### config.mk
export PLATFORM = sky130hd
export DESIGN_NAME = if_fetch
export DESIGN_NICKNAME = d
export VERILOG_FILES = /design/src/rtl/if_fetch.sv
export SDC_FILE = /design/constraint.sdc
export NUM_CORES = 1
export LEC_CHECK = 0
export ABC_AREA = 1
export CAP_MARGIN = 25
export CORE_UTILIZATION = 44
export DETAILED_ROUTE_END_ITERATION = 7
export GPL_ROUTABILITY_DRIVEN = 0
export PLACE_DENSITY = 0.77
export SLEW_MARGIN = 40
export SYNTH_ARGS = -nofsm -noshare
export SYNTH_HDL_FRONTEND = slang
export SYNTH_SLANG_ARGS = --single-unit
export TNS_END_PERCENT = 1
### constraint.sdc
create_clock -name clk -period 3.56 [get_ports clk]
set_input_delay 0.89 -clock clk [delete_from_list [all_inputs] [get_ports clk]]
set_output_delay 0.89 -clock clk [all_outputs]
set_load 0.01 [all_outputs]
### src/rtl/if_fetch.sv
// Instruction-fetch stage: owns the PC, issues one imem request at a time and
// holds the fetched word for decode until it is consumed.
//
// state | meaning
// IDLE  | out of reset, first request issued on the next edge
// FETCH | request outstanding at pc, waiting for imem_ack
// HOLD  | instruction presented to decode, waiting for inst_ready
// ERR   | misaligned register target seen, halted until reset
module if_fetch #(
    parameter logic [31:0] RESET_PC = 32'h0000_0000
) (
    input  logic        clk,
    input  logic        rst,
    output logic        imem_req,
    output logic [31:0] imem_addr,
    input  logic        imem_ack,
    input  logic [31:0] imem_rdata,
    output logic        inst_valid,
    input  logic        inst_ready,
    output logic [31:0] inst,
    output logic [31:0] pc_out,
    output logic [31:0] pc_plus4,
    input  logic [1:0]  npc_op,
    input  logic [31:0] rs_val,
    output logic        fetch_err
);

    typedef enum logic [1:0] {IDLE, FETCH, HOLD, ERR} state_t;

    state_t      state_q, state_d;
    logic [31:0] pc_q, pc_d;
    logic [31:0] inst_q, inst_d;
    logic [31:0] pc_out_q, pc_out_d;
    logic        err_q, err_d;
    logic [31:0] seq_pc;
    logic [31:0] br_off;
    logic [31:0] npc;
    logic        bad_target;

    assign seq_pc     = pc_out_q + 32'd4;
    assign br_off     = {{14{inst_q[15]}}, inst_q[15:0], 2'b00};
    assign bad_target = (npc_op == 2'b11) && (rs_val[1:0] != 2'b00);

    always_comb begin
        npc = seq_pc;
        case (npc_op)
            2'b00: npc = seq_pc;
            2'b01: npc = seq_pc + br_off;
            2'b10: npc = {seq_pc[31:28], inst_q[25:0], 2'b00};
            2'b11: npc = rs_val;
            default: npc = seq_pc;
        endcase
    end

    always_comb begin
        state_d  = state_q;
        pc_d     = pc_q;
        inst_d   = inst_q;
        pc_out_d = pc_out_q;
        err_d    = err_q;
        case (state_q)
            IDLE: state_d = FETCH;
            FETCH: begin
                if (imem_ack) begin
                    inst_d   = imem_rdata;
                    pc_out_d = pc_q;
                    state_d  = HOLD;
                end
            end
            HOLD: begin
                if (inst_ready) begin
                    // A faulting redirect leaves pc pointing at the offending instruction
                    if (bad_target) begin
                        err_d   = 1'b1;
                        state_d = ERR;
                    end else begin
                        pc_d    = npc;
                        state_d = FETCH;
                    end
                end
            end
            ERR: state_d = ERR;
            default: state_d = IDLE;
        endcase
    end

    always_ff @(posedge clk or posedge rst) begin
        if (rst) begin
            state_q  <= IDLE;
            pc_q     <= RESET_PC;
            inst_q   <= 32'h0;
            pc_out_q <= RESET_PC;
            err_q    <= 1'b0;
        end else begin
            state_q  <= state_d;
            pc_q     <= pc_d;
            inst_q   <= inst_d;
            pc_out_q <= pc_out_d;
            err_q    <= err_d;
        end
    end

    assign imem_req   = (state_q == FETCH);
    assign imem_addr  = pc_q;
    assign inst_valid = (state_q == HOLD);
    assign inst       = inst_q;
    assign pc_out     = pc_out_q;
    assign pc_plus4   = seq_pc;
    assign fetch_err  = err_q;

endmodule

# Yosys cells after proc, flatten, opt, wreduce, memory -nomap -nowiden
# Cells that the tools add are included.
# totals
wordCells	29
reg_bits	99
output_inout_bits	131
inputBits	70
# op_classes
n_reduce_logical	8
n_eq_ne	8
n_addsub	2
bitwise_logic	1
muxes	5
# ops
operator	n
32-bit one-hot mux with 4 select lines	1
32-bit by 3-bit adder with 32-bit output (second input constant)	1
32-bit adder	1
2-bit == test (second input constant)	4
2-bit one-hot mux with 4 select lines	1
2-bit 2-to-1 mux	3
3-bit AND reduction	2
2-bit by 1-bit == test with 1-bit output (second input constant)	2
2-bit zero test	2
2-bit by 1-bit inequality test with 1-bit output (second input constant)	2
2-bit AND reduction	2
2-bit nonzero test	1
1-bit logical AND	1
1-bit inverter	1

# Longest topological paths before layout
# Gate-level depths: netlist of run 1.
# depth
ltp_word	5
mapped_depth	26
ltp_nobuf	26

# Worst setup path before layout of run 1
# No wires, ideal clock.
# synth_path
path_kind	reg-to-reg
start	reg pc_out_q[3] (netlist: pc_out[3])
end	reg pc_q[15] (netlist: imem_addr[15])
path_buffers	0
stages_incl_launch_ff	17
path_slack_ps	751
arrival_time_ps	2681
synth_period_minus_slack_ps	2809
required_time_ps	3432
setup_time_ps	128
path_cell_list	dfrtp_1 > ha_1 > nand2_1 > inv_1 > nand3_4 > nor2_1 > xor2_1 > ha_1 > nand2_1 > inv_1 > nand2_1 > nand2_1 > a21oi_1 > nand2_1 > or2_2 > a31oi_1 > o21ai_0
# synth_between
elab_chain_len	3
# synth_rtl
element	line	rtl
from (decl)	33	logic [31:0] pc_out_q, pc_out_d;
from (signal assigned)	98	pc_out_q <= pc_out_d;
32-bit by 3-bit adder with 32-bit output	40	assign seq_pc = pc_out_q + 32'd4;
named net pc_plus4[14]	22	output logic [31:0] pc_plus4,
32-bit adder	48	2'b01: npc = seq_pc + br_off;
32-bit one-hot mux with 4 select lines	46	case (npc_op)
to (signal assigned)	96	pc_q <= pc_d;
to (decl)	31	logic [31:0] pc_q, pc_d;
# The timed path passes the listed nets, and every way through them passes these cells.
# A chain may end at the register's enable or synchronous reset.

# Worst setup path in the final report of run 1
# layout_path
start	reg pc_out_q[3] (netlist: pc_out[3])
end	out pc_plus4[14]
# layout_between
elab_chain_len	1
# layout_rtl
element	line
32-bit by 3-bit adder with 32-bit output	40
to (decl)	22
# No other way between the ends.

==> results.cfg, run 1 <==
[layout]
post-route-util = 0.6292
drive_above_1_share = 0.09259
area_growth_syn_to_layout_pct = 37.73
nNetsFinal = 1396
stdcell_area_um2 = 10140

[global_routing]
grt.total_usage = 0.3244
met2_usage = 0.5207
grt_use_met3 = 0.06906
grt-ovfl-total = 0
antenna_found_initial = 1
top_usage_layer = met2
grt_pass1_vias = 8047
use_met1 = 0.4095
grt_pass1_wl_mm = 43.09
grt_max_degree = 78

[clocking]
cts_tree = yes
cts-root-buf = clkbuf_16
cts_hold_buf = 0
cts_made_buffers = 9
cts_max_path_buffers = 2
cts_sinks = 99
insertion_delay_ps = 360
clk_pin_slew_ps = 70
ctsHtreeMaxLevel = 3

[placed_design]
preCtsSetupSlack_ps = 131.6
placed_area_um2 = 9751
portBuffers = 200
post-dp-hpwl_mm = 21.78

[synth]
netlist_instances = 1075
synth_top_cell_by_area = dfrtp_1
synth_area_leaders = dfrtp_1 (34%), nand2_1 (17%), inv_1 (8.0%), ha_1 (5.8%), nor2_1 (5.1%)
syn_area_per_cell_um2 = 6.848
ys_warn_count = 0
syn_nets = 1180
synth_edf_count = 0
syn_area_um2 = 7362
yosysSeqAreaShare = 0.3365
synth_top_area_share = 0.3365
synth_cell_types = 43
async_flop_share = 1.000
synthFlopType = dfrtp_1
ys_seq_elements = 99

[power_and_ir_drop]
p_leak_nw = 5.040
vdd_drop_max_mv = 0.4564
p_per_area_nw_per_um2 = 1002

[outcome]
status = completed

[flow_run]
cap_violations = 0

[worst_hold_path]
hold_path_end = inst[31]
min_path_type = flip-flop to flip-flop
holdPathStages = 1
min_from = inst[31]

[timing]
hold_ws_ps = 504.3
report.final.slew_viol_count = 0
fmax_mhz = 287.4
rsz0062_at_grt = yes
setup_violations = 0
relSlewSlack = 0.4440
worst_slack_ps = 80.15
finalCritPeriodShare = 0.9775
hold_viol_final = 0
tightest_slew_ps = 834.0
post-route-min-period_ps = 3480
skew_ps = 10.34

[drt]
vias_per_cell = 5.459
wl_per_cell_um = 18.37
drt-pass1-iter-count = 6
drcViolationCount = 0
drtIter0Drc = 954
ant_nets = 0
vias = 8259
routed_wl_mm = 27.80

[setup_path]
path_class = flip-flop to output port
worstPathArrival_ps = 2590
rrSetupSlack_ps = 170
timing.rr.start = pc_out[3]
cp-end-kind = output port
reg2reg_depth = 21
critPathLaunchType = flip-flop
crit_path_max_fanout = 5
crit_required_ps = 2670
reg2reg_to = imem_addr[14]

[floorplan]
coreArea_um2 = 16120
fp.dieArea_um2 = 17250
die_x_um = 131.4
num_rows = 46
die_y_um = 131.4
io_pins = 201
start_util = 0.4568
-- through the flow --
step / TNS (ps) / instances / total power, W
CTS: 0 / 1507 / 0.009941
floorplan: 0 / 1075 / 0.005975
detailed placement: 0 / 1491 / 0.008932
global placement: 0 / 1491 / 0.008834
finish: 0 / 1513 / 0.01016
global route: -49.54 / 1513 / 0.01092
-- critical path, stage by stage, from the launching register on --
cell and delay, ps:
dfrtp_1 410, ha_1 190, nand2_1 60, inv_1 130
nand3_4 140, nor2_2 200, xor2_1 430, clkdlybuf4s50_1 660
-- layer usage --
metal,vias to the layer above,share of wire
li1,3893,-
met1,3815,0.40
met2,458,0.45
met3,93,0.097
met4,0,0.048
met5,-,0
-- what timing repair did --
item	in CTS	in global routing
endpoints found under the setup margin	0	22
resized for setup	0	22
buffers inserted	0	5
-- how the worst max path moves through the flow --
stage               from  cells past startpoint       endpoint  slack, ps
3_5_place_dp   pc_out[3]                     21  imem_addr[14]        130
6_report       pc_out[3]                      7   pc_plus4[14]         80
4_1_cts        pc_out[3]                     12   pc_plus4[28]         20
3_3_place_gp   pc_out[3]                     21  imem_addr[14]        220
2_1_floorplan        rst                      1      fetch_err         80
5_1_grt        pc_out[2]                     21  imem_addr[26]        -40
-- cell usage in the layout (no fill, tap or decap), types with 3 or more instances in the layout --
cell type / instances
a21oi_1: 74
a221oi_1: 14
a31oi_1: 3
buf_4: 34
clkbuf_16: 9
clkdlybuf4s50_1: 198
dfrtp_1: 94
dfrtp_2: 5
ha_1: 34
inv_1: 154
mux2_2: 30
nand2_1: 324
nand2_2: 4
nand3_1: 59
nand4_1: 18
nor2_1: 92
nor2_2: 13
nor3_1: 11
o21ai_0: 59
o21bai_1: 6
xnor2_1: 3
xor2_1: 14
xor2_2: 5
-- final cells by class --
class / count / area [um2]
sequential: 99 / 2484
inverter: 157 / 594.3
antenna: 1 / 2.502
timing repair buffer: 235 / 2282
clock buffer: 10 / 229.0
fill: 1457 / 5976
clock inverter: 6 / 48.80
tap: 216 / 270.3
multi-input combinational: 789 / 4229
-- cells in the mapped netlist, types with 2 or more instances --
master and n:
clkbuf_1 14, nor3_1 12, mux2_2 30, ha_1 34, nand2_1 325, a21oi_1 74, buf_4 2, o211ai_1 2
nor2_2 4, a21o_1 2, nand2_2 4, or2_2 2, inv_1 156, o21ai_0 60, xnor2_1 3, a31oi_1 3
nor2_1 101, a221oi_1 14, o2111ai_1 2, o21ai_2 2, xor2_1 18, a211oi_1 2, nand4_1 18, buf_2 11
o21bai_1 6, dfrtp_1 99, nand3_1 59
-- registers in the layout, indices dropped and copies added (netlist names) --
| name | cells |
|---|---|
| fetch_err | 1 |
| imem_addr | 32 |
| inst | 32 |
| pc_out | 32 |
| state_q | 2 |
-- power by group --
group / switching, W / leakage [nW] / internal [W]
Sequential: 0.000684 / 1.18 / 0.00166
Clock: 0.000483 / 0.131 / 0.000483
Combinational: 0.00394 / 3.73 / 0.00291
-- logic make-up after synthesis --
group           share of synthesized area
simple gates                       0.3017
xor+xnor                          0.02719
fa+ha+maj                         0.06050
compound gates                     0.1285
flops                              0.3365
mux                               0.04589
buf+inv                           0.09976
(Power assumes the default switching activity.)
==> run 2: changes to the inputs <==
- TNS_END_PERCENT: 1 -> unset
==> run 2 against run 1 <==
Sequential share of layout area fell by 0.069 points. Cell count increased by 0.33%. Worst hold slack lost 0.65 ps. Maximum frequency about the same. Via count is 0.59% higher. Critical endpoint unchanged. Final area increased by 0.33%. Largest power group unchanged. Clock power about the same. Global-route usage unchanged. Die area did not move. Combinational power barely moved.
==> results.cfg, run 2 (synthesis results as in run 1) <==
[power_and_ir_drop]
p_per_area_nw_per_um2 = 999.4
swShare = 0.5020
seqPwrFrac = 0.231
combPwrFrac = 0.674
clock_power_share = 0.095
switchingPower_w = 0.005104
vdd_drop_max_mv = 0.4577
p_leak_nw = 5.064
p_int_w = 0.005064

[placed_design]
post-dp-hpwl_mm = 21.78
preCtsSetupSlack_ps = 131.6
post-place-cells = 1491
placed_area_um2 = 9751
portBuffers = 200

[layout]
layout_commonest_cell = nand2_1
nNetsFinal = 1401
post-route-util = 0.6313
area_growth_syn_to_layout_pct = 38.19
final_cells = 1518
final_cell_mix = nand2_1 (324), clkdlybuf4s50_1 (198), inv_1 (154)
fillers = 1450
stdcell_area_um2 = 10170
drive_above_1_share = 0.09608

[drt]
drcViolationCount = 0
vias = 8308
drtIter0Drc = 959
routed_wl_mm = 27.95
vias_per_cell = 5.473
ant_nets = 0
wl_per_cell_um = 18.42
drt-pass1-iter-count = 6

[floorplan]
die_x_um = 131.4
start_util = 0.4568
die_y_um = 131.4
io_pins = 201
coreArea_um2 = 16120
fp.dieArea_um2 = 17250
num_rows = 46

[worst_hold_path]
hold_path_end = inst[31]
holdPathStages = 1
min_path_type = flip-flop to flip-flop
min_from = inst[31]

[clocking]
insertion_delay_ps = 360
ctsHtreeMaxLevel = 3
cts_made_buffers = 9
cts-root-buf = clkbuf_16
cts_hold_buf = 0
cts_max_path_buffers = 2
cts_sinks = 99
cts_tree = yes
clk_pin_slew_ps = 70

[setup_path]
critPathSlowestCell = clkdlybuf4s50_1
path_delay_family = buffers and inverters
worstPathArrival_ps = 2590
timing.rr.start = pc_out[3]
critPathLaunchType = flip-flop
cp_cell_sequence = ha_1 -> nand2_1 -> inv_1 -> nand3_4 -> nor2_2 -> xor2_1 -> clkdlybuf4s50_1
path_class = flip-flop to output port
rrSetupSlack_ps = 150
crit_path_max_fanout = 5
reg2reg_to = imem_addr[14]
cp_slowest_stage_delay_ps = 670
worst-path-buf-inv = 2
reg2reg_depth = 21
cp-end-kind = output port
crit_required_ps = 2670

[timing]
relSlewSlack = 0.4517
setup_violations = 0
worst_slack_ps = 78.00
fmax_mhz = 287.2
post-route-min-period_ps = 3482
finalCritPeriodShare = 0.9781
skew_ps = 11.03
report.final.slew_viol_count = 0
tightest_slew_ps = 822.5
hold_viol_final = 0

[global_routing]
grt_pass1_wl_mm = 43.09
antenna_found_initial = 1
grt.total_usage = 0.3244
grt_pass1_vias = 8047
grt-ovfl-total = 0
grt_max_degree = 78

[flow_run]
cap_violations = 0

[outcome]
status = completed
[run 2: cell count changes in the layout (fill, tap and decap cells not counted)]
cell     delta
buf_4       +5
dfrtp_1     -1
dfrtp_2     +1
nor3b_1     +1
nor3b_2     -1
o21ai_0     -1
o21ai_1     +1
[run 2: final cells by class]
type,count,area (um2),share of cell area
Antenna cell,1,2.502,0.0002460
Clock buffer,10,229.0,0.02251
Clock inverter,6,48.80,0.004796
Inverter,157,594.3,0.05842
Multi-Input combinational cell,789,4224,0.4152
Sequential cell,99,2485,0.2443
Tap cell,216,270.3,0.02656
Timing Repair Buffer,240,2320,0.2280
[run 2: repair_timing]
action,CTS,global route
buffers inserted,0,10
hold endpoints to repair,0,0
resized for setup,0,23
endpoints found under the setup margin,0,22
[run 2: routing by layer]
metal  global-route usage  vias to the layer above  wire length [um]
li1                     -                     3902                 -
met1               0.4095                     3841             11080
met2               0.5207                      474             12600
met3              0.06906                       91              2921
met4               0.1705                        0              1343
met5                    0                        -                 0
[run 2: how the worst max path moves through the flow]
| stage | start | to | slack, ps | depth (start not counted) |
|---|---|---|---|---|
| 2_1_floorplan | rst | fetch_err | 80 | 1 |
| 3_3_place_gp | pc_out[3] | imem_addr[14] | 220 | 21 |
| 3_5_place_dp | pc_out[3] | imem_addr[14] | 130 | 21 |
| 4_1_cts | pc_out[3] | pc_plus4[28] | 20 | 12 |
| 5_1_grt | pc_out[2] | imem_addr[14] | -5 | 21 |
| 6_report | pc_out[3] | pc_plus4[14] | 80 | 7 |
[run 2: power groups by stage]
stage | Combinational (W) | Clock [W] | Sequential, W
floorplan | 0.00358 | 0 | 0.00239
global placement | 0.00652 | 0 | 0.00231
detailed placement | 0.00660 | 0 | 0.00233
CTS | 0.00665 | 0.000974 | 0.00232
global route | 0.00750 | 0.00102 | 0.00241
finish | 0.00685 | 0.000968 | 0.00235
[run 2: metrics by stage]
stage	setup TNS, ps	power (W)	hold slack (ps)
3_3_place_gp	0	0.008834	466.1
4_1_cts	0	0.009941	509.8
6_report	0	0.01017	503.7
3_5_place_dp	0	0.008932	486.4
5_1_grt	-10.04	0.01093	528.2
2_1_floorplan	0	0.005975	485.7
[run 2: worst reg2reg max path, cell delays in order (launching register included)]
cell and delay (ps):
dfrtp_1 410, ha_1 190, nand2_1 60, inv_1 130
nand3_4 140, inv_1 100, nand2_1 60, nor2_2 190
xnor2_1 190, inv_1 100, ha_1 390, nand2_1 150
nor2_2 170, inv_1 70, nor2_2 140, nand2_1 70
nand3_1 170, a21oi_1 80, o21ai_0 160, nand3b_1 180
nand2_1 100, nand2_1 50
